==> config.mk <==
export PLATFORM = sky130hd
export DESIGN_NAME = mem_access_initiator
export DESIGN_NICKNAME = d
export VERILOG_FILES = /design/src/rtl/mem_if_pkg.sv /design/src/rtl/mem_load_ext.sv /design/src/rtl/mem_access_initiator.sv
export SDC_FILE = /design/constraint.sdc
export NUM_CORES = 1
export LEC_CHECK = 0
export ABC_CLOCK_PERIOD_IN_PS = 1830
export BUFFER_PORTS_ARGS = -buffer_cell sky130_fd_sc_hd__buf_2
export CAP_MARGIN = 10
export CORE_MARGIN = 10
export CORE_UTILIZATION = 41
export CTS_BUF_LIST = sky130_fd_sc_hd__clkbuf_4 sky130_fd_sc_hd__clkbuf_8 sky130_fd_sc_hd__clkbuf_16
export CTS_CLUSTER_DIAMETER = 50
export DETAILED_ROUTE_END_ITERATION = 7
export PLACE_DENSITY = 0.75
export SYNTH_ARGS = -nofsm -noshare
export SYNTH_HDL_FRONTEND = slang
export SYNTH_SLANG_ARGS = --single-unit
==> constraint.sdc <==
create_clock -name Clk -period 1.83 [get_ports Clk]
set_clock_uncertainty 0.2 [all_clocks]
set_input_delay 0.0915 -clock Clk [delete_from_list [all_inputs] [get_ports Clk]]
set_output_delay 0.0915 -clock Clk [all_outputs]
set_load 0.05 [all_outputs]
==> src/rtl/mem_if_pkg.sv <==
// Shared opcodes, RAM width codes, response codes and FSM states for the
// MOV/MOC memory access initiator.
package mem_if_pkg;

  localparam logic [5:0] OP_LB  = 6'b100000;
  localparam logic [5:0] OP_LH  = 6'b100001;
  localparam logic [5:0] OP_LW  = 6'b100011;
  localparam logic [5:0] OP_LBU = 6'b100100;
  localparam logic [5:0] OP_LHU = 6'b100101;
  localparam logic [5:0] OP_SB  = 6'b101000;
  localparam logic [5:0] OP_SH  = 6'b101001;
  localparam logic [5:0] OP_SW  = 6'b101011;

  localparam logic [5:0] RAM_BYTE = 6'b100000;
  localparam logic [5:0] RAM_HALF = 6'b100001;
  localparam logic [5:0] RAM_WORD = 6'b100011;

  localparam logic [2:0] ERR_OK       = 3'b000;
  localparam logic [2:0] ERR_ILLEGAL  = 3'b001;
  localparam logic [2:0] ERR_MISALIGN = 3'b010;
  localparam logic [2:0] ERR_RANGE    = 3'b011;
  localparam logic [2:0] ERR_TIMEOUT  = 3'b100;

  typedef enum logic [1:0] {
    ST_IDLE,
    ST_ISSUE,
    ST_WAIT,
    ST_DONE
  } state_e;

  function automatic logic is_legal(input logic [5:0] op);
    case (op)
      OP_LB, OP_LH, OP_LW, OP_LBU, OP_LHU, OP_SB, OP_SH, OP_SW: return 1'b1;
      default: return 1'b0;
    endcase
  endfunction

  function automatic logic is_store(input logic [5:0] op);
    case (op)
      OP_SB, OP_SH, OP_SW: return 1'b1;
      default: return 1'b0;
    endcase
  endfunction

  function automatic logic is_load(input logic [5:0] op);
    case (op)
      OP_LB, OP_LH, OP_LW, OP_LBU, OP_LHU: return 1'b1;
      default: return 1'b0;
    endcase
  endfunction

  // Loads collapse onto the RAM width codes; stores already carry one.
  function automatic logic [5:0] ram_op(input logic [5:0] op);
    case (op)
      OP_LB, OP_LBU:       return RAM_BYTE;
      OP_LH, OP_LHU:       return RAM_HALF;
      OP_LW:               return RAM_WORD;
      OP_SB, OP_SH, OP_SW: return op;
      default:             return 6'b000000;
    endcase
  endfunction

  function automatic logic is_misaligned(input logic [5:0] op, input logic [1:0] lsb);
    case (op)
      OP_LH, OP_LHU, OP_SH: return lsb[0];
      OP_LW, OP_SW:         return |lsb;
      default:              return 1'b0;
    endcase
  endfunction

endpackage

==> src/rtl/mem_load_ext.sv <==
// Combinational load-data extender: sign-extends lb/lh, passes everything else.
module mem_load_ext
  import mem_if_pkg::*;
(
  input  logic [5:0]  op,
  input  logic [31:0] rdata,
  output logic [31:0] ext
);

  always_comb begin
    // NOTE: a default before the case keeps every path assigned, so no latch is inferred.
    ext = rdata;
    case (op)
      OP_LB:   ext = {{24{rdata[7]}}, rdata[7:0]};
      OP_LH:   ext = {{16{rdata[15]}}, rdata[15:0]};
      default: ext = rdata;
    endcase
  end

endmodule

==> src/rtl/mem_access_initiator.sv <==
// Single-outstanding-request bus master: validates a load/store, runs the
// MOV/MOC handshake with the RAM and returns extended data plus a status code.
module mem_access_initiator
  import mem_if_pkg::*;
#(
  parameter int MEM_BYTES = 512,
  parameter int TIMEOUT   = 15
) (
  input  logic        Clk,
  input  logic        Clr,
  input  logic        req_valid,
  output logic        req_ready,
  input  logic [5:0]  req_op,
  input  logic [31:0] req_addr,
  input  logic [31:0] req_wdata,
  output logic        rsp_valid,
  output logic [31:0] rsp_rdata,
  output logic [2:0]  rsp_err,
  output logic        MOV,
  output logic        RW,
  output logic [31:0] Address,
  output logic [31:0] mem_wdata,
  output logic [5:0]  OP,
  input  logic [31:0] mem_rdata,
  input  logic        MOC
);

  localparam int CNT_W = $clog2(TIMEOUT + 1);

  state_e      state_q, state_d;
  logic [5:0]  op_q, op_d;
  logic [31:0] addr_q, addr_d;
  logic [31:0] wdata_q, wdata_d;
  logic [5:0]  mem_op_q, mem_op_d;
  logic        rw_q, rw_d;
  logic        mov_q, mov_d;
  logic [CNT_W-1:0] cnt_q, cnt_d;
  logic        rsp_valid_q, rsp_valid_d;
  logic [31:0] rsp_rdata_q, rsp_rdata_d;
  logic [2:0]  rsp_err_q, rsp_err_d;

  logic [31:0]      ext_rdata;
  logic [CNT_W-1:0] cnt_inc;

  mem_load_ext u_load_ext (
    .op    (op_q),
    .rdata (mem_rdata),
    .ext   (ext_rdata)
  );

  assign cnt_inc = cnt_q + CNT_W'(1);

  always_comb begin
    state_d     = state_q;
    op_d        = op_q;
    addr_d      = addr_q;
    wdata_d     = wdata_q;
    mem_op_d    = mem_op_q;
    rw_d        = rw_q;
    cnt_d       = cnt_q;
    rsp_valid_d = 1'b0;
    rsp_rdata_d = 32'h0;
    rsp_err_d   = ERR_OK;

    case (state_q)
      ST_IDLE: begin
        if (req_valid) begin
          op_d     = req_op;
          addr_d   = req_addr;
          wdata_d  = req_wdata;
          mem_op_d = ram_op(req_op);
          rw_d     = ~is_store(req_op);
          if (!is_legal(req_op)) begin
            state_d     = ST_DONE;
            rsp_valid_d = 1'b1;
            rsp_err_d   = ERR_ILLEGAL;
          end else if (is_misaligned(req_op, req_addr[1:0])) begin
            state_d     = ST_DONE;
            rsp_valid_d = 1'b1;
            rsp_err_d   = ERR_MISALIGN;
          end else if (req_addr >= 32'(MEM_BYTES)) begin
            state_d     = ST_DONE;
            rsp_valid_d = 1'b1;
            rsp_err_d   = ERR_RANGE;
          end else begin
            state_d = ST_ISSUE;
          end
        end
      end
      // MOC may still be high from the previous access, so it is not looked at here.
      ST_ISSUE: begin
        state_d = ST_WAIT;
        cnt_d   = '0;
      end
      ST_WAIT: begin
        if (MOC) begin
          state_d     = ST_DONE;
          rsp_valid_d = 1'b1;
          rsp_rdata_d = is_load(op_q) ? ext_rdata : 32'h0;
        end else if (cnt_inc == CNT_W'(TIMEOUT)) begin
          state_d     = ST_DONE;
          rsp_valid_d = 1'b1;
          rsp_err_d   = ERR_TIMEOUT;
        end else begin
          cnt_d = cnt_inc;
        end
      end
      ST_DONE: state_d = ST_IDLE;
      default: state_d = ST_IDLE;
    endcase

    mov_d = (state_d == ST_ISSUE) || (state_d == ST_WAIT);
  end

  always_ff @(posedge Clk) begin
    // NOTE: sequential state uses non-blocking assignments so every flop samples pre-edge values.
    if (!Clr) begin
      state_q     <= ST_IDLE;
      op_q        <= 6'b000000;
      addr_q      <= 32'h0;
      wdata_q     <= 32'h0;
      mem_op_q    <= 6'b000000;
      rw_q        <= 1'b1;
      mov_q       <= 1'b0;
      cnt_q       <= '0;
      rsp_valid_q <= 1'b0;
      rsp_rdata_q <= 32'h0;
      rsp_err_q   <= ERR_OK;
    end else begin
      state_q     <= state_d;
      op_q        <= op_d;
      addr_q      <= addr_d;
      wdata_q     <= wdata_d;
      mem_op_q    <= mem_op_d;
      rw_q        <= rw_d;
      mov_q       <= mov_d;
      cnt_q       <= cnt_d;
      rsp_valid_q <= rsp_valid_d;
      rsp_rdata_q <= rsp_rdata_d;
      rsp_err_q   <= rsp_err_d;
    end
  end

  assign req_ready = (state_q == ST_IDLE);
  assign rsp_valid = rsp_valid_q;
  assign rsp_rdata = rsp_rdata_q;
  assign rsp_err   = rsp_err_q;
  assign MOV       = mov_q;
  assign RW        = rw_q;
  assign Address   = addr_q;
  assign mem_wdata = wdata_q;
  assign OP        = mem_op_q;

endmodule

After elaboration in Yosys (flattened, before gate mapping). Index checks and enable logic that the tools add are counted.

Input bits: 106. Output and inout port bits: 109. Flip-flop bits (word level): 120.

Eq/ne operators: 21. Reductions and logical operators: 14. Order comparisons: 1. Bitwise gates (word level): 1. Mux-type cells: 39. Add/subtract/negate cells: 1.

Operators by type and width (number): $eq 6x6->1 const B (13); $pmux 32 s2 (1); $ge 32x10->1 const B (1); $pmux 6 s4 (1); $mux 2 (10); $mux 1 (18); $mux 4 (2); $pmux 2 s4 (1); $pmux 4 s2 (1); $reduce_or 2->1 (4); $reduce_or 8->1 (1); $eq 2x2->1 const B (3); $mux 3 (2); $pmux 3 s2 (1); $reduce_or 3->1 (2); $reduce_or 5->1 (1); $add 4x1->4 const B (1); $eq 2x1->1 const B (2); $eq 4x4->1 const B (1); $ne 2x2->1 const B (2); $pmux 1 s2 (2); $reduce_and 4->1 (1); $reduce_and 3->1 (1); $logic_not 2->1 (1); 4 further kinds (4).

Logic depth before layout (Yosys ltp).
Word-level depth: 14. Mapped depth: 8.

By module. Synthesis repeated with hierarchy kept, for this count alone.

Cells, all modules: 546. Area, all modules: 4699.5 um^2.

By module, submodules not included: mem_access_initiator (sequential area each 2402.3 um^2, instances 1, area an instance 4339.2 um^2, cells each 493); mem_load_ext (sequential area each 0.0 um^2, instances 1, area an instance 360.3 um^2, cells each 53).

Worst setup path before layout. Ideal clock, no wire load.

Path kind: register to register. Start: reg state_q[0]. End: reg mem_op_q[3] (netlist: OP[3]). Arrival: 1.810 ns. Cell stages (with the launch flop): 8. Path slack: -0.307 ns. Cells stage by stage: dfxtp_1 -> inv_1 -> ha_1 -> nand2_1 -> buf_2 -> buf_1 -> a21oi_1 -> nor2_1.

Word-level cells in the longest chain between the ends: 2.

Ends and longest elaborated chain: start: declaration (RTL line mem_access_initiator.sv:30) `state_e state_q, state_d;`; start signal: assignment (RTL line mem_access_initiator.sv:130) `state_q <= state_d;`; $logic_not 2->1; named net req_ready (RTL line mem_access_initiator.sv:12) `output logic req_ready,`; $reduce_and 2->1 (no source line); end signal: assignment (RTL line mem_access_initiator.sv:134) `mem_op_q <= mem_op_d;`; end: declaration (RTL line mem_access_initiator.sv:34) `logic [5:0] mem_op_q, mem_op_d;`.

The timed path passes the listed nets, and every way through them passes these cells. A chain may end at the register's enable or synchronous reset.

Worst setup path after layout.
Start: reg cnt_q[0]. End: reg mov_q (netlist: MOV).

Word-level cells in the longest chain between the ends: 7. Elaborated cells between the ends (all ways): 8. Those cells by class: 1 x add/sub; 3 x eq/ne; 3 x mux; 1 x reduce/logical.

Ends and longest elaborated chain: start: declaration (RTL line mem_access_initiator.sv:37) `logic [CNT_W-1:0] cnt_q, cnt_d;`; start signal: assignment (RTL line mem_access_initiator.sv:137) `cnt_q <= cnt_d;`; $add 4x1->4 (*) (RTL line mem_access_initiator.sv:51) `assign cnt_inc = cnt_q + CNT_W'(1);`; $eq 4x4->1 (*) (RTL line mem_access_initiator.sv:100) `end else if (cnt_inc == CNT_W'(TIMEOUT)) begin`; $mux 2 (*) (RTL line mem_access_initiator.sv:100); $mux 2 (*) (RTL line mem_access_initiator.sv:96) `if (MOC) begin`; $pmux 2 s4 (*) (RTL line mem_access_initiator.sv:65) `case (state_q)`; $eq 2x1->1 or $eq 2x2->1 (tied branches) (RTL line mem_access_initiator.sv:112) `mov_d = (state_d == ST_ISSUE) || (state_d == ST_WAIT);`; $logic_or 1x1->1 (*) (RTL line mem_access_initiator.sv:112); end signal: assignment (RTL line mem_access_initiator.sv:136) `mov_q <= mov_d;`; end: declaration (RTL line mem_access_initiator.sv:36) `logic mov_q, mov_d;`.

Every way passes the cells marked *; elsewhere a longest branch is shown, timed or not.

==> impl_metrics.csv <==
group,metric,value,unit
synthesis,avgSynthCellArea,8.17,um^2
timing,min_period,1.79,ns
power,vdd_drop_max,0.000747,V
critical_path,max_stage_delay,0.39,ns
floorplanning,coreArea,10400,um^2
critical_path,arrival,2.03,ns
timing,maxSlewHeadroom,74.7,%
clocking,cts_made_buffers,17,
place,hpwl,10.5,mm
power,power_density,1340,nW/um^2
clocking,htree_levels,4,
grt,grt_pass1_vias,5092,
clocking,clk_path_buf_depth,2,
grt,antenna_found_initial,0,
drt,drc,0,
floorplanning,die_x,124,um
critical_path,crit_required,2.07,ns
synthesis,ys_seq_elements,120,
layout,final_nets,970,
critical_path,worstRegToRegCells,6,
drt,wl_per_cell,16.2,um
synthesis,yosysSeqAreaShare,54.5,%
critical_path,cp_slowest_cell,"dfxtp_4",
grt,grt_pass1_wl,25.8,mm
timing,setup_violations,0,
power,leakagePower,3.43,nW
drt,via_count,4953,
timing,hold_viol,0,
critical_path,cp-end-kind,"flop",
synthesis,syn-num-nets,651,
drt,final_antenna_net_count,0,
critical_path,critPathMaxFanout,6,
timing,fmax,0.559,GHz
critical_path,r2r_start,"cnt_q[0]$_SDFFE_PN0P_",
timing,worstMarginPinSlew,0.374,ns
timing,finalCritPeriodShare,97.7,%
grt,overflow,0,
layout,mostFrequentLayoutCells,"buf_2 (213), nand2_1 (168), dfxtp_1 (116)",
critical_path,r2r_slack,0.04,ns
clocking,clock-sinks,120,
run,cap_violations,0,
clocking,cts_root_buf,"clkbuf_8",
hold_path,min_path_type,"in -> reg",
synthesis,ys_warn_count,0,
floorplanning,die_area,15300,um^2
synthesis,ys_types,43,
floorplanning,design.portCount,215,
critical_path,crit_chain,"ha_4 -> nor2b_4 -> a31oi_4 -> nor4b_2 -> or3_1 -> mux2i_1",
layout,final_layout_size_suffix_gt1_share,33.0,%
place,port_buffers,214,
floorplanning,die_y,124,um
critical_path,critPathLaunch,"cnt_q[0]$_SDFFE_PN0P_",
drt,routed_via_density,4.91,
timing,maxSlewViolCount,0,
layout,finalInstanceArea,7400,um^2
critical_path,start_kind,"flop",
critical_path,worst-setup-path-type,"reg -> reg",
drt,routed_wl,16.4,mm
grt,grt_max_degree,80,
layout,final_common_cell,"buf_2",
clocking,path_clk_slew,0.06,ns
critical_path,rr_endpoint,"MOV$_SDFF_PN0_",
clocking,cts_tree,"yes",
layout,synthToLayoutAreaGrowth,67.9,%
hold_path,hold_start,"req_wdata[10]",
grt,grt.total_usage,21.1,%
synthesis,synth_cells,540,
drt,drt-pass1-iter-count,5,
floorplanning,num_rows,37,
drt,drtIter0Drc,314,
timing,rsz0062_at_grt,"yes",
floorplanning,initial_core_util,42.3,%
synthesis,netlist_area,4410,um^2
status,status,"complete, no violations",
place,placed_area,5670,um^2
hold_path,min_to,"mem_wdata[10]$_SDFFE_PN0P_",
clocking,clock_latency,0.52,ns
hold_path,hold_depth,4,
place,place.gp.congestion,0.888,
timing,fin_hold_ws,0.153,ns
flip-flops by register name (all words and copies together), names as in the netlist:
register and count:
MOV 1, mem_wdata 32, rsp_valid 1, rsp_rdata 32
RW 1, rsp_err 3, state_q 2, OP 6
cnt_q 4, Address 32, op_q 6
per-stage QoR:
step / TNS, ns / power (W) / utilization (%) / std cells / setup WS, ns
6_report: 0 / 0.00990 / 71.1 / 1009 / 0.0414
3_3_place_gp: 0 / 0.00638 / 54.5 / 870 / 0.0660
3_5_place_dp: -0.158 / 0.00646 / 54.5 / 870 / -0.0675
2_1_floorplan: 0 / 0.00557 / - / 540 / 0.0358
4_1_cts: -0.0485 / 0.00990 / 70.2 / 1007 / -0.0266
5_1_grt: -0.0789 / 0.0104 / 71.1 / 1008 / -0.0552
cell type report:
class,instances,area [um^2]
diodes,1,2.50
clock buffers,17,414
clock inverters,15,163
fillers,735,3010
inverters,16,60.1
multi-input cells,370,1900
flip-flops and latches,120,2410
well taps,136,170
repair buffers,334,2280
synthesized netlist by cell type (all sizes together):
master / n / area share (%)
a2111o: 1 / 0.26
a2111oi: 1 / 0.62
a211oi: 2 / 0.34
a21bo: 1 / 0.23
a21oi: 107 / 12
a31oi: 2 / 0.28
and2: 3 / 0.48
and3: 3 / 0.43
and4: 1 / 0.20
buf: 11 / 1.2
clkbuf: 23 / 2.0
dfxtp: 120 / 54
ha: 5 / 1.4
inv: 16 / 1.4
mux2i: 1 / 0.23
nand2: 170 / 15
nand2b: 4 / 0.74
nand3: 3 / 0.34
nand3b: 2 / 0.34
nand4: 1 / 0.14
nand4b: 2 / 0.40
nor2: 21 / 1.8
nor2b: 2 / 0.28
nor3: 5 / 0.82
nor3b: 1 / 0.28
nor4: 6 / 0.85
nor4b: 2 / 0.40
o21ai: 17 / 1.9
o22ai: 1 / 0.14
o31ai: 1 / 0.48
o32ai: 1 / 0.20
or2: 1 / 0.14
or3: 1 / 0.14
or3b: 1 / 0.20
or4: 1 / 0.17
worst max-delay path, delay by kind of cell, from the launching register on:
family / cells / cell delay [ns]
multiplexers: 1 / 0.13
AND/OR/NAND/NOR: 3 / 0.73
flip-flops: 1 / 0.39
adder cells (fa/ha/maj): 1 / 0.15
AO/OA/AOI/OAI: 1 / 0.11
cells by family (layout without fill, tap and decap cells):
family / count (synthesis) / after routing / share of synthesized area [%]
DFF: 120 / 120 / 54.5
muxes: 1 / 1 / 0.227
and+or+nand+nor: 230 / 230 / 22.7
adders and majority gates: 5 / 5 / 1.42
buffers and inverters: 50 / 382 / 4.48
other: 0 / 1 / 0
AOI/OAI and AO/OA: 134 / 134 / 16.7
repair_timing:
item	4_1_cts	5_1_grt
endpoints found under the hold margin	120	0
setup endpoints to repair	4	20
resized for setup	2	21
buffers inserted	0	1
pin swaps	0	2
hold buffers	105	0
worst max-delay path by stage:
stage          cells after the start                       end  slack [ns]
6_report                           6            MOV$_SDFF_PN0_        0.04
5_1_grt                            7            MOV$_SDFF_PN0_       -0.06
4_1_cts                            6     cnt_q[1]$_SDFFE_PN0P_       -0.03
3_5_place_dp                       6     cnt_q[1]$_SDFFE_PN0P_       -0.07
3_3_place_gp                       6            MOV$_SDFF_PN0_        0.07
2_1_floorplan                      7  Address[19]$_SDFFE_PN0P_        0.04
metal layers:
layer / vias up / share of wire (%) / GRT usage [%]
li1: 2425 / - / -
met1: 2294 / 37 / 22.1
met2: 203 / 50 / 35.2
met3: 31 / 12 / 11.0
met4: 0 / 1.8 / 8.44
met5: - / 0 / 0
power breakdown:
part	internal [W]	switching (W)
logic	0.00106	0.00242
clock network	0.00196	0.00127
registers	0.00298	0.000203
(Power assumes the default switching activity.)
